<file path="src/rtl/shift_result_stage.sv">
// shift_result_stage: 2-entry skid FIFO after the packed shift stage, capturing results, overflow bits and per-set flags.
// Optional statistics (sticky overflow per set, saturating overflow-beat count) are built when SHIFT_RESULT_STATS_EN is defined.
module shift_result_stage #(
    parameter int WIDTH = 4,
    parameter int SETS  = 2
) (
    input  logic                    clk,
    input  logic                    rst_n,
    input  logic                    in_valid,
    output logic                    in_ready,
    input  logic [SETS*WIDTH-1:0]   shift_out_packed,
    input  logic [SETS*WIDTH-1:0]   shift_ovf_packed,
    output logic                    out_valid,
    input  logic                    out_ready,
    output logic [SETS*WIDTH-1:0]   res_packed,
    output logic [SETS*WIDTH-1:0]   ovf_packed,
    output logic [SETS-1:0]         zero_flags,
    output logic [SETS-1:0]         ovf_flags,
    input  logic                    clr_stats,
    output logic [SETS-1:0]         sticky_ovf,
    output logic [15:0]             ovf_count
);
    localparam int W = SETS * WIDTH;
    localparam int E = 2 * W + 2 * SETS;

    typedef enum logic [1:0] {EMPTY, ONE, TWO} state_t;

    state_t         state_q, state_d;
    logic [E-1:0]   head_q, head_d, tail_q, tail_d;
    logic           rdy_en_q, rdy_en_d;
    logic [SETS-1:0] in_zero, in_oflag;
    logic [E-1:0]   in_entry;
    logic           push, pop;

    // Flags are derived at capture so the output path is pure storage
    always_comb begin
        in_zero  = '0;
        in_oflag = '0;
        for (int i = 0; i < SETS; i++) begin
            in_zero[i]  = shift_out_packed[i*WIDTH +: WIDTH] == '0;
            in_oflag[i] = shift_ovf_packed[i*WIDTH +: WIDTH] != '0;
        end
    end

    assign in_entry  = {shift_out_packed, shift_ovf_packed, in_zero, in_oflag};
    assign rdy_en_d  = 1'b1;
    assign in_ready  = rst_n && rdy_en_q && (state_q != TWO);
    assign out_valid = state_q != EMPTY;
    assign push      = in_valid && in_ready;
    assign pop       = out_valid && out_ready;
    assign {res_packed, ovf_packed, zero_flags, ovf_flags} = head_q;

    always_comb begin
        state_d = state_q;
        head_d  = head_q;
        tail_d  = tail_q;
        case (state_q)
            EMPTY: if (push) begin
                state_d = ONE;
                head_d  = in_entry;
            end
            ONE: if (push && pop) begin
                head_d = in_entry;
            end else if (push) begin
                state_d = TWO;
                tail_d  = in_entry;
            end else if (pop) begin
                state_d = EMPTY;
            end
            TWO: if (pop) begin
                state_d = ONE;
                head_d  = tail_q;
            end
            default: state_d = EMPTY;
        endcase
    end

    always_ff @(posedge clk or negedge rst_n) begin
        if (!rst_n) begin
            state_q  <= EMPTY;
            head_q   <= '0;
            tail_q   <= '0;
            rdy_en_q <= 1'b0;
        end else begin
            state_q  <= state_d;
            head_q   <= head_d;
            tail_q   <= tail_d;
            rdy_en_q <= rdy_en_d;
        end
    end

`ifdef SHIFT_RESULT_STATS_EN
    logic [SETS-1:0] sticky_q, sticky_d;
    logic [15:0]     cnt_q, cnt_d;

    // Clear applies first so a coincident push survives it
    always_comb begin
        sticky_d = clr_stats ? '0 : sticky_q;
        cnt_d    = clr_stats ? '0 : cnt_q;
        if (push) begin
            sticky_d = sticky_d | in_oflag;
            cnt_d    = (|in_oflag && cnt_d != 16'hFFFF) ? cnt_d + 16'd1 : cnt_d;
        end
    end

    always_ff @(posedge clk or negedge rst_n) begin
        if (!rst_n) begin
            sticky_q <= '0;
            cnt_q    <= '0;
        end else begin
            sticky_q <= sticky_d;
            cnt_q    <= cnt_d;
        end
    end

    assign sticky_ovf = sticky_q;
    assign ovf_count  = cnt_q;
`else
    logic unused_clr;
    assign unused_clr = clr_stats;
    assign sticky_ovf = '0;
    assign ovf_count  = '0;
`endif
endmodule

</file>
<file path="config.mk">
export PLATFORM = sky130hd
export DESIGN_NAME = shift_result_stage
export DESIGN_NICKNAME = d
export VERILOG_FILES = /design/src/rtl/shift_result_stage.sv
export SDC_FILE = /design/constraint.sdc
export NUM_CORES = 1
export LEC_CHECK = 0
export CORE_MARGIN = 3
export CORE_UTILIZATION = 46
export DETAILED_ROUTE_END_ITERATION = 6
export PLACE_DENSITY = 0.86
export SETUP_SLACK_MARGIN = 0.05
export SLEW_MARGIN = 10
export SYNTH_ARGS = -nofsm -noshare
export SYNTH_HDL_FRONTEND = slang
export SYNTH_SLANG_ARGS = --single-unit
</file>
<file path="constraint.sdc">
create_clock -name clk -period 1.9 [get_ports clk]
set_input_delay 0.475 -clock clk [delete_from_list [all_inputs] [get_ports clk]]
set_output_delay 0.475 -clock clk [all_outputs]
set_load 0.01 [all_outputs]
</file>
# Word-level counts from Yosys, hierarchy flattened
# Index checks and enable logic that the tools add are counted.
totals:
  ff_bits: 43
  word_cells: 38
  in_bits: 21
  out_inout_bits: 40
op_classes:
  n_reduce_logical: 15
  n_eq_ne: 8
  muxes: 10
  n_bitwise: 1
ops:
  columns: ["operator", "n"]
  rows:
  - ["2-to-1 mux 20 bit", 3]
  - ["case mux 20 bit (3 select lines)", 1]
  - ["2-to-1 mux 2 bit", 5]
  - ["inequality test 2 bit, second input constant", 5]
  - ["zero test 4 bit", 2]
  - ["AND reduction 4 bit", 2]
  - ["nonzero test 4 bit", 2]
  - ["case mux 2 bit (3 select lines)", 1]
  - ["logical AND 1 bit", 5]
  - ["inequality test 3 bit, second input constant", 1]
  - ["AND reduction 3 bit", 1]
  - ["nonzero test 3 bit", 1]
  - ["== test 2 x 1 -> 1 bit, second input constant", 1]
  - ["== test 2 bit, second input constant", 1]
  - ["zero test 2 bit", 1]
  - ["nonzero test 2 bit", 1]
  - ["inverter 1 bit", 1]

# Logic depth before layout (Yosys ltp)
# Gate-level depths: netlist of the first run.
logic_depth:
  ltp_word: 6
  depth_mapped: 4
  ltp_nobuf: 3

# Worst setup path before layout of the first run
# OpenSTA, ideal clock, no wires.
synth_timing:
  kind: "in2reg"
  start: "input shift_ovf_packed[0]"
  end: "register head_q[0]"
  setup_slack_ns: 0.265
  path_stages: 3
  t_required_ns: 1.775
  arrival_ns: 1.510
  path_buffers: 0
  cell_sequence: "or4_1 > mux2_2 > mux2_2"
synth_between:
  elab_chain_cells: 3
  elab_cells_between_ends: 4
  cone_classes: "mux: 3; reduce/logical: 1"
synth_rtl:
  columns: ["element", "line", "text"]
  rows:
  - ["from (decl)", "12", "input logic [SETS*WIDTH-1:0] shift_ovf_packed,"]
  - ["nonzero test 4 bit *", "41", "in_oflag[i] = shift_ovf_packed[i*WIDTH +: WIDTH] != '0;"]
  - ["2-to-1 mux 20 bit, on equally long branches", "62, 58", null]
  - ["case mux 20 bit (3 select lines) *", "57", "case (state_q)"]
  - ["to (signal assigned)", "81", "head_q <= '0;"]
  - ["to (signal assigned)", "86", "head_q <= head_d;"]
  - ["to (decl)", "29", "logic [E-1:0] head_q, head_d, tail_q, tail_d;"]
# Every way passes the cells marked *; elsewhere a longest branch is shown, timed or not. The select of a mux whose other input is x is not followed.
# A chain may end at the register's enable or synchronous reset.

# Worst setup path in the final report of the first run
# Ends and elaborated chain as after synthesis.

==> impl_metrics.toml, run 1 <==
[worst_setup_path]
critical_path.most_common_cell = "mux2_2"
crit_fanout = 3
cp.required_ps = 2080
arrival_ps = 2000
slowest_stage = "or4_1"
end_kind = "register"
critical_path.max_stage_delay_ps = 560
crit_type = "in -> reg"
path_cells = "clkdlybuf4s50_1, or4_1, mux2_2, mux2_2"
cp-start-kind = "input port"

[detailed_routing]
dr_total_vias = 1271
wl_per_cell_um = 15.83
drt_iter0_drc = 31
drc = 0
viasPerCell = 5.024
ant_nets = 0
wirelength_um = 4004
firstDrtPassIters = 4

[clock_tree]
worstSkewPairLatency_ps = 290
cts_tree = "built"
clockRootBuffer = "clkbuf_8"
htree_levels = 2
clk_path_buf_depth = 2
path_clk_slew_ps = 70
hold_buffers = 0
cts_sinks = 43
numCtsBuffers = 5

[finish]
antenna_cells = 0
final_common_cell = "dfrtp_1"
syn_to_final_growth_pct = 28.66
final_cells = 253
fin_util = 0.6196
layout-drive-gt1-share = 0.4229
nNetsFinal = 223
final_cell_mix = "dfrtp_1 (43), mux2_2 (41), clkdlybuf4s50_1 (36), mux2_4 (19), conb_1 (19)"

[sta]
slew_violations = 0
setup_viol = 0
fmax_mhz = 547.9
maxSlewHeadroom = 0.6501
post-route-min-period_ps = 1825
fin_crit_sh = 0.9606
hold_viol_final = 0
rsz0062_at_grt = "false"
tightest_slew_ps = 524.9
clock_skew_ps = 2.773
fin_setup_tns_ps = 0

[place]
dp_cells = 244
hpwl_um = 2662
port_buffers = 41
place_congestion = 0.7273

[yosys]
synthCells = 145
ys_warn_count = 0
seq_area_frac_synth = 0.5062
avgSynthCellArea_um2 = 14.66
syn_area_um2 = 2126
ys_ff_latch = 43
synth.distinct_cells = 20

[die]
die_area_um2 = 5473
initial_utilization = 0.4816
die_x_um = 73.98
row_count = 24
fp.dieH_um = 73.98
ioPinCount = 61
coreArea_um2 = 4414

[hold_path]
hold_class = "in -> async"

[pwr]
p_leak_uw = 0.001288
powerDensity_nw_per_um2 = 938.0
vdd_ir_drop_max_uv = 517.4

[global_routing]
grt-ovfl-total = 0
grt_first_pass_wirelength_um = 6113
grt_max_degree = 41
groute.usage.overall = 0.1506
antenna_found_initial = 0
grt_pass1_vias = 1272

[run_status]
status = "finished clean"

[job]
maxCapViolCount = 0
==> cells by family (layout without fill, tap and decap cells) <==
logic type	count (synthesis)	in the layout	synth area share
other	2	19	0.003533
DFF	43	43	0.5062
AOI/OAI and AO/OA	4	4	0.01413
buffers and inverters	24	63	0.08593
muxes	60	60	0.3514
and+or+nand+nor	12	12	0.03885
==> cell type report <==
| class | instances | area (um2) |
|---|---|---|
| fillers | 359 | 1679 |
| flip-flops and latches | 43 | 1076 |
| multi-input cells | 95 | 953.4 |
| repair buffers | 57 | 568.0 |
| clock buffers | 6 | 72.57 |
| well taps | 52 | 65.06 |
==> state kept, by name, summed over array words and instances (netlist names) <==
register  count
state_q       2
rdy_en_q      1
tail_q       20
head_q       20
==> power by group <==
part           internal (uW)  switching [uW]  leakage (uW)
combinational            516             257      0.000720
sequential              1140             124      0.000531
clock                    245             280     0.0000371
==> synth_stat cells <==
| library cell | count | area [um2] |
|---|---|---|
| or2_1 | 1 | 6.260 |
| nand2b_1 | 1 | 6.260 |
| dfrtp_1 | 43 | 1076 |
| buf_6 | 2 | 22.52 |
| mux2_2 | 41 | 461.7 |
| o21ai_0 | 1 | 5.000 |
| or4_1 | 2 | 15.01 |
| or3b_4 | 1 | 11.26 |
| a21boi_0 | 1 | 7.510 |
| nand3_1 | 1 | 5.000 |
| buf_4 | 20 | 150.1 |
| mux2_4 | 19 | 285.3 |
| nor2b_1 | 1 | 6.260 |
| o221ai_1 | 2 | 17.52 |
| nor4_1 | 2 | 12.51 |
| conb_1 | 2 | 7.510 |
| nand4_1 | 1 | 6.260 |
| and3_1 | 1 | 6.260 |
| buf_2 | 2 | 10.01 |
| nand3b_1 | 1 | 7.510 |
==> path summary, 6_finish.rpt <==
check	start	to	slack (ps)	depth (start not counted)
setup / recovery	shift_ovf_packed[0]	head_q[0]	70	4
hold / removal	rst_n	rdy_en_q	120	2
setup reg to reg	state_q[0]	head_q[8]	270	4
hold reg to reg	head_q[4]	head_q[4]	510	1
max in group asynchronous	rst_n	head_q[2]	1220	2
min in group clk	head_q[4]	head_q[4]	510	1
==> worst max-delay path, delay by kind of cell <==
family / cells / cell delay, ps
AND/OR/NAND/NOR: 1 / 560
buffers and inverters: 1 / 430
multiplexers: 2 / 540
==> per-layer routing <==
metal / global-route usage / wire (um)
met1: 0.1993 / 1806
met5: 0 / 0
met4: 0.04829 / 55
met3: 0.05946 / 234
met2: 0.2283 / 1907
==> through the flow <==
step,instance area [um2],hold WS [ps],worst slack (ps),power (uW)
3_3_place_gp,2606,408.6,-202.6,2017
6_report,2735,117.2,74.90,2566
3_5_place_dp,2606,411.7,-227.4,2048
5_1_grt,2735,115.7,49.71,2718
2_1_floorplan,2190,179.4,265.4,1685
4_1_cts,2684,100.4,79.28,2578
==> repair_timing <==
item                                    in CTS  in global routing
endpoints found under the setup margin       2                 30
resized for setup                            2                 12
pin swaps                                    0                  2
endpoints found under the hold margin        0                  0
setup buffers                                1                  0
cloned                                       0                  2
No activity file was read; power rests on OpenSTA's default activity.
==> run 2: changes to the inputs <==
Settings changed: CTS_CLUSTER_DIAMETER from default to 150.
==> results of run 2 <==
Final layout, timing and power as in run 1 (identical DEF).
